<file path="src/rtl/profir_pkg.sv">
// Shared constants and types for the programmable FIR bank sequencer.
package profir_pkg;

  localparam int NPAIRS  = 64;
  localparam int COEF_AW = 6;
  localparam int NLANES  = 8;

  typedef enum logic [1:0] {
    IDLE,
    RUN,
    DRAIN,
    DONE
  } state_t;

  // Travels alongside each issued address so lane controls stay aligned with data.
  typedef struct packed {
    logic valid;
    logic first;
    logic last;
  } token_t;

endpackage

</file>
<file path="src/rtl/profir_delay_line.sv">
// Fixed-depth register pipe with synchronous clear; depth 0 is a straight wire.
module profir_delay_line #(
  parameter int WIDTH = 1,
  parameter int DEPTH = 1
) (
  input  logic             clock,
  input  logic             reset,
  input  logic [WIDTH-1:0] din,
  output logic [WIDTH-1:0] dout
);

  generate
    if (DEPTH == 0) begin : g_pass
      assign dout = din;
    end else begin : g_pipe
      logic [WIDTH-1:0] stage [DEPTH];

      // NOTE: every stage is cleared so no stale token can reach the lanes after an aborted pass.
      always_ff @(posedge clock) begin
        if (reset) begin
          for (int i = 0; i < DEPTH; i++) stage[i] <= '0;
        end else begin
          stage[0] <= din;
          for (int i = 1; i < DEPTH; i++) stage[i] <= stage[i-1];
        end
      end

      assign dout = stage[DEPTH-1];
    end
  endgenerate

endmodule

</file>
<file path="src/rtl/profir_sequencer.sv">
// Per-sample pass controller: walks the coefficient addresses, aligns mux select
// and MAC lane controls to the RAM/multiplier pipeline, and strobes the results.
module profir_sequencer
  import profir_pkg::*;
#(
  parameter int NPAIRS   = profir_pkg::NPAIRS,
  parameter int RAM_LAT  = 1,
  parameter int MAC_PIPE = 2
) (
  input  logic               clock,
  input  logic               reset,
  input  logic               din_enable,
  input  logic               ovr_clear,
  output logic               shift_en,
  output logic [COEF_AW-1:0] coeffaddress,
  output logic [COEF_AW-1:0] pair_sel,
  output logic               acc_en,
  output logic               acc_first,
  output logic               dout_load,
  output logic               busy,
  output logic               overrun
);

  localparam int KW      = $clog2(NPAIRS);
  localparam int DRAIN_N = RAM_LAT + MAC_PIPE;
  localparam int DW      = $clog2(DRAIN_N + 1);

  state_t        state;
  logic [KW-1:0] k;
  logic [DW-1:0] drain_cnt;
  token_t        tok_in;
  token_t        tok_out;
  logic          unused_last;

  assign busy     = (state != IDLE);
  assign shift_en = din_enable & ~busy;

  // NOTE: sequential state uses non-blocking assignments so every register samples pre-edge values.
  always_ff @(posedge clock) begin
    if (reset) begin
      state     <= IDLE;
      k         <= '0;
      drain_cnt <= '0;
    end else begin
      case (state)
        IDLE: begin
          if (din_enable) begin
            state <= RUN;
            k     <= '0;
          end
        end
        RUN: begin
          if (k == KW'(NPAIRS - 1)) begin
            state     <= DRAIN;
            k         <= '0;
            drain_cnt <= DW'(DRAIN_N);
          end else begin
            k <= k + 1'b1;
          end
        end
        DRAIN: begin
          if (drain_cnt == DW'(1)) begin
            state     <= DONE;
            drain_cnt <= '0;
          end else begin
            drain_cnt <= drain_cnt - 1'b1;
          end
        end
        DONE:    state <= IDLE;
        default: state <= IDLE;
      endcase
    end
  end

  // A drop while busy wins over a same-cycle clear.
  always_ff @(posedge clock) begin
    if (reset)                    overrun <= 1'b0;
    else if (din_enable && busy)  overrun <= 1'b1;
    else if (ovr_clear)           overrun <= 1'b0;
  end

  // k is held at 0 outside RUN, so the address reads 0 whenever nothing is issued.
  assign coeffaddress = COEF_AW'(k);
  assign dout_load    = (state == DONE);

  assign tok_in.valid = (state == RUN);
  assign tok_in.first = (state == RUN) && (k == '0);
  assign tok_in.last  = (state == RUN) && (k == KW'(NPAIRS - 1));

  profir_delay_line #(
    .WIDTH (COEF_AW),
    .DEPTH (RAM_LAT)
  ) u_addr_dly (
    .clock (clock),
    .reset (reset),
    .din   (coeffaddress),
    .dout  (pair_sel)
  );

  profir_delay_line #(
    .WIDTH ($bits(token_t)),
    .DEPTH (RAM_LAT + MAC_PIPE)
  ) u_tok_dly (
    .clock (clock),
    .reset (reset),
    .din   (tok_in),
    .dout  (tok_out)
  );

  assign acc_en    = tok_out.valid;
  assign acc_first = tok_out.first;
  // The end-of-pass marker rides along for lanes that need it; the strobe comes from DONE.
  assign unused_last = tok_out.last;

endmodule

</file>
<file path="config.mk">
export PLATFORM = sky130hd
export DESIGN_NAME = profir_sequencer
export DESIGN_NICKNAME = d
export VERILOG_FILES = /design/src/rtl/profir_pkg.sv /design/src/rtl/profir_delay_line.sv /design/src/rtl/profir_sequencer.sv
export SDC_FILE = /design/constraint.sdc
export NUM_CORES = 1
export LEC_CHECK = 0
export CAP_MARGIN = 15
export CORE_MARGIN = 3
export CORE_UTILIZATION = 51
export DETAILED_ROUTE_END_ITERATION = 12
export PLACE_DENSITY_LB_ADDON = 0.12
export SLEW_MARGIN = 0
export SYNTH_ARGS = -nofsm -noshare
export SYNTH_HDL_FRONTEND = slang
export SYNTH_SLANG_ARGS = --single-unit
</file>
<file path="constraint.sdc">
create_clock -name clock -period 2.1 [get_ports clock]
set_input_delay 0.315 -clock clock [delete_from_list [all_inputs] [get_ports clock]]
set_output_delay 0.315 -clock clock [all_outputs]
set_load 0.01 [all_outputs]
</file>
==> metrics.yaml <==
fill_cells: 155
cp.required_ns: 1.78
tritoncts: "done"
critPathMaxStageDelay_ns: 0.54
yosys.area.top_type_share_pct: 48.04
ant_nets: 0
post-route-min-period_ns: 1.979
overflow: 0
antenna_found_initial: 0
max_freq_ghz: 0.5054
wirelength_mm: 1.743
finalHoldViolCount: 0
setup_tns_ns: 0
port_buffers: 21
die_area_um2: 2435
cp.arrival_ns: 1.66
die-height_um: 49.35
multi_input_comb_area_um2: 457.9
grt_pass1_vias: 689
worst-path-max-fanout: 4
synthCells: 98
critPathBufInv: 2
status: "finished, final reports clean"
syn_nets: 109
path_clk_slew_ns: 0.13
cp-end-kind: "primary output"
rows: 15
synth_top_area_cell: "dfxtp_1"
area_delta_synth_final_pct: 27.94
htreeDepth: 1
worstSetupPathType: "register to primary output"
synth_cell_types: 33
dpl_cell_area_um2: 1195
cts_buffer_depth: 2
num-nets-final: 133
clock_sinks: 23
hp-class: "register to register"
ctsHoldBuffers: 0
power_density_nw_per_um2: 990.5
routedWlPerCell_um: 11.94
setup_viol: 0
seq_area_frac_synth_pct: 48.04
synth_area_um2: 958.4
core_um2: 1745
slowest_stage: "clkdlybuf4s50_1"
ys_ff_latch: 23
die_w_um: 49.35
dp_hpwl_mm: 1.293
yosys_warnings: 0
first_pass_iters: 4
drc: 0
seqCellArea_um2: 461.7
synth_area_per_cell_um2: 9.780
grt_max_degree: 15
cts_buffers: 3
grtUsageTotal_pct: 16.58
vias_per_cell: 5.205
drive_gt1_share_pct: 8.264
tightest_slew_ns: 0.5663
utilization_pct: 70.25
vias: 760
synth.area.top_cells: "dfxtp_1, ha_1, nor2b_1"
drtIter0Drc: 8
io_pins: 22
worstPathCellList: "inv_1 -> ha_2 -> and2_1 -> clkdlybuf4s50_1"
fin_area_um2: 1226
cp_top_family: "buffers and inverters"
grt_pass1_wl_mm: 3.049
gp_congestion: 0.7371
slew_violations: 0
insertion_delay_ns: 0.32
drv_cap: 0
clockRootBuffer: "clkbuf_4"
diodes: 0
rsz0062_at_grt: "no"
post-route-period-util_pct: 94.22
vdd_ir_drop_max_mv: 0.7502
timing.slew.headroom_pct: 61.16
worstSetupStartpointType: "register"
fin_skew_ns: 0.005912
start_util_pct: 54.91
p_leak_nw: 0.4643
kinds of logic (layout without fill, tap and decap cells):
logic type | Yosys count | in the layout | synth area share [%]
multiplexers | 1 | 1 | 1.044
flip-flops | 23 | 23 | 48.04
AND/OR/NAND/NOR | 35 | 35 | 20.76
adder cells (fa/ha/maj) | 7 | 7 | 9.138
AO/OA/AOI/OAI | 19 | 19 | 14.75
buffers and inverters | 11 | 34 | 4.439
XOR/XNOR | 2 | 2 | 1.828
flip-flops by register name, indices dropped and copies added, names as in the netlist:
signal and flops:
overrun 1, drain_cnt 2, u_addr_dly.g_pipe.stage 6, state 2, u_tok_dly.g_pipe.stage 6, coeffaddress 6
stage by stage:
step	total power, mW	setup WS, ns	hold slack [ns]	instances
final	1.215	0.1214	0.4545	146
after global routing	1.311	0.01201	0.4725	146
after floorplan	0.8579	0.6607	0.3944	98
after CTS	1.215	0.06055	0.4597	146
after detailed placement	1.008	0.2849	0.4300	142
after global placement	0.9891	0.3126	0.4156	142
worst reg2reg max path, delay by kind of cell, from the launching register on:
kind | cells | cell delay (ns)
buffers and inverters | 1 | 0.10
xor gates and xnor gates | 1 | 0.14
and+or+nand+nor | 2 | 0.34
muxes | 1 | 0.30
DFF | 1 | 0.35
adders and majority gates | 1 | 0.43
cells in the final DEF (no fill, tap or decap), types with 3 or more instances in the layout:
cell type / n
nor2b_1: 10
o21ai_0: 3
a21oi_1: 3
inv_1: 8
clkbuf_4: 3
dfxtp_1: 22
nand2_1: 4
nor2_1: 9
clkdlybuf4s50_1: 21
ha_1: 6
what timing repair did:
item	in CTS	in global routing
buffers inserted	0	0
resized for setup	0	2
setup endpoints to repair	0	2
cell usage after synthesis:
library cell  instances
dfxtp_1              23
nor2b_1              10
nor2_1                9
inv_1                 8
ha_1                  7
nand2_1               4
a21oi_1               3
o21ai_0               3
a31oi_1               2
a32oi_1               2
clkbuf_1              2
nand2b_1              2
nor3_1                2
xnor2_1               2
a211oi_1              1
a21o_1                1
a22oi_1               1
a311oi_1              1
and2_1                1
and3_1                1
and4_1                1
buf_2                 1
mux2i_1               1
nand3_1               1
nand3_4               1
nand4b_1              1
nor4_1                1
o21a_1                1
o21ai_4               1
o21ba_2               1
o21bai_1              1
o2bb2ai_1             1
or3_1                 1
where the power goes:
| part | switching, mW | total (mW) | internal [mW] |
|---|---|---|---|
| Combinational | 0.245 | 0.464 | 0.219 |
| Clock | 0.138 | 0.209 | 0.0714 |
| Sequential | 0.0385 | 0.542 | 0.503 |
path summary, 6_finish.rpt:
check,slack (ns),from,cells past startpoint,end
min,0.45,u_tok_dly.g_pipe.stage[0][5],1,u_tok_dly.g_pipe.stage[0][8]
max,0.12,state[1],4,shift_en
min reg2reg,0.45,u_tok_dly.g_pipe.stage[0][5],1,u_tok_dly.g_pipe.stage[0][8]
max reg2reg,0.34,state[1],6,coeffaddress[5]
routing by layer:
layer / up-vias / global-route usage (%) / share of wire [%]
met5: - / 0 / 0
met2: 26 / 25.89 / 47
met1: 350 / 19.51 / 45
met3: 5 / 3.976 / 5.7
li1: 379 / - / -
met4: 0 / 12.32 / 2.7
area by class of cell:
| class | count | area share (%) |
|---|---|---|
| multi-input combinational | 64 | 37.35 |
| sequential | 23 | 37.65 |
| inverter | 8 | 2.449 |
| clock inverter | 1 | 0.4082 |
| tap | 25 | 2.551 |
| timing repair buffer | 22 | 17.76 |
| clock buffer | 3 | 1.837 |
(Power assumes the default switching activity.)
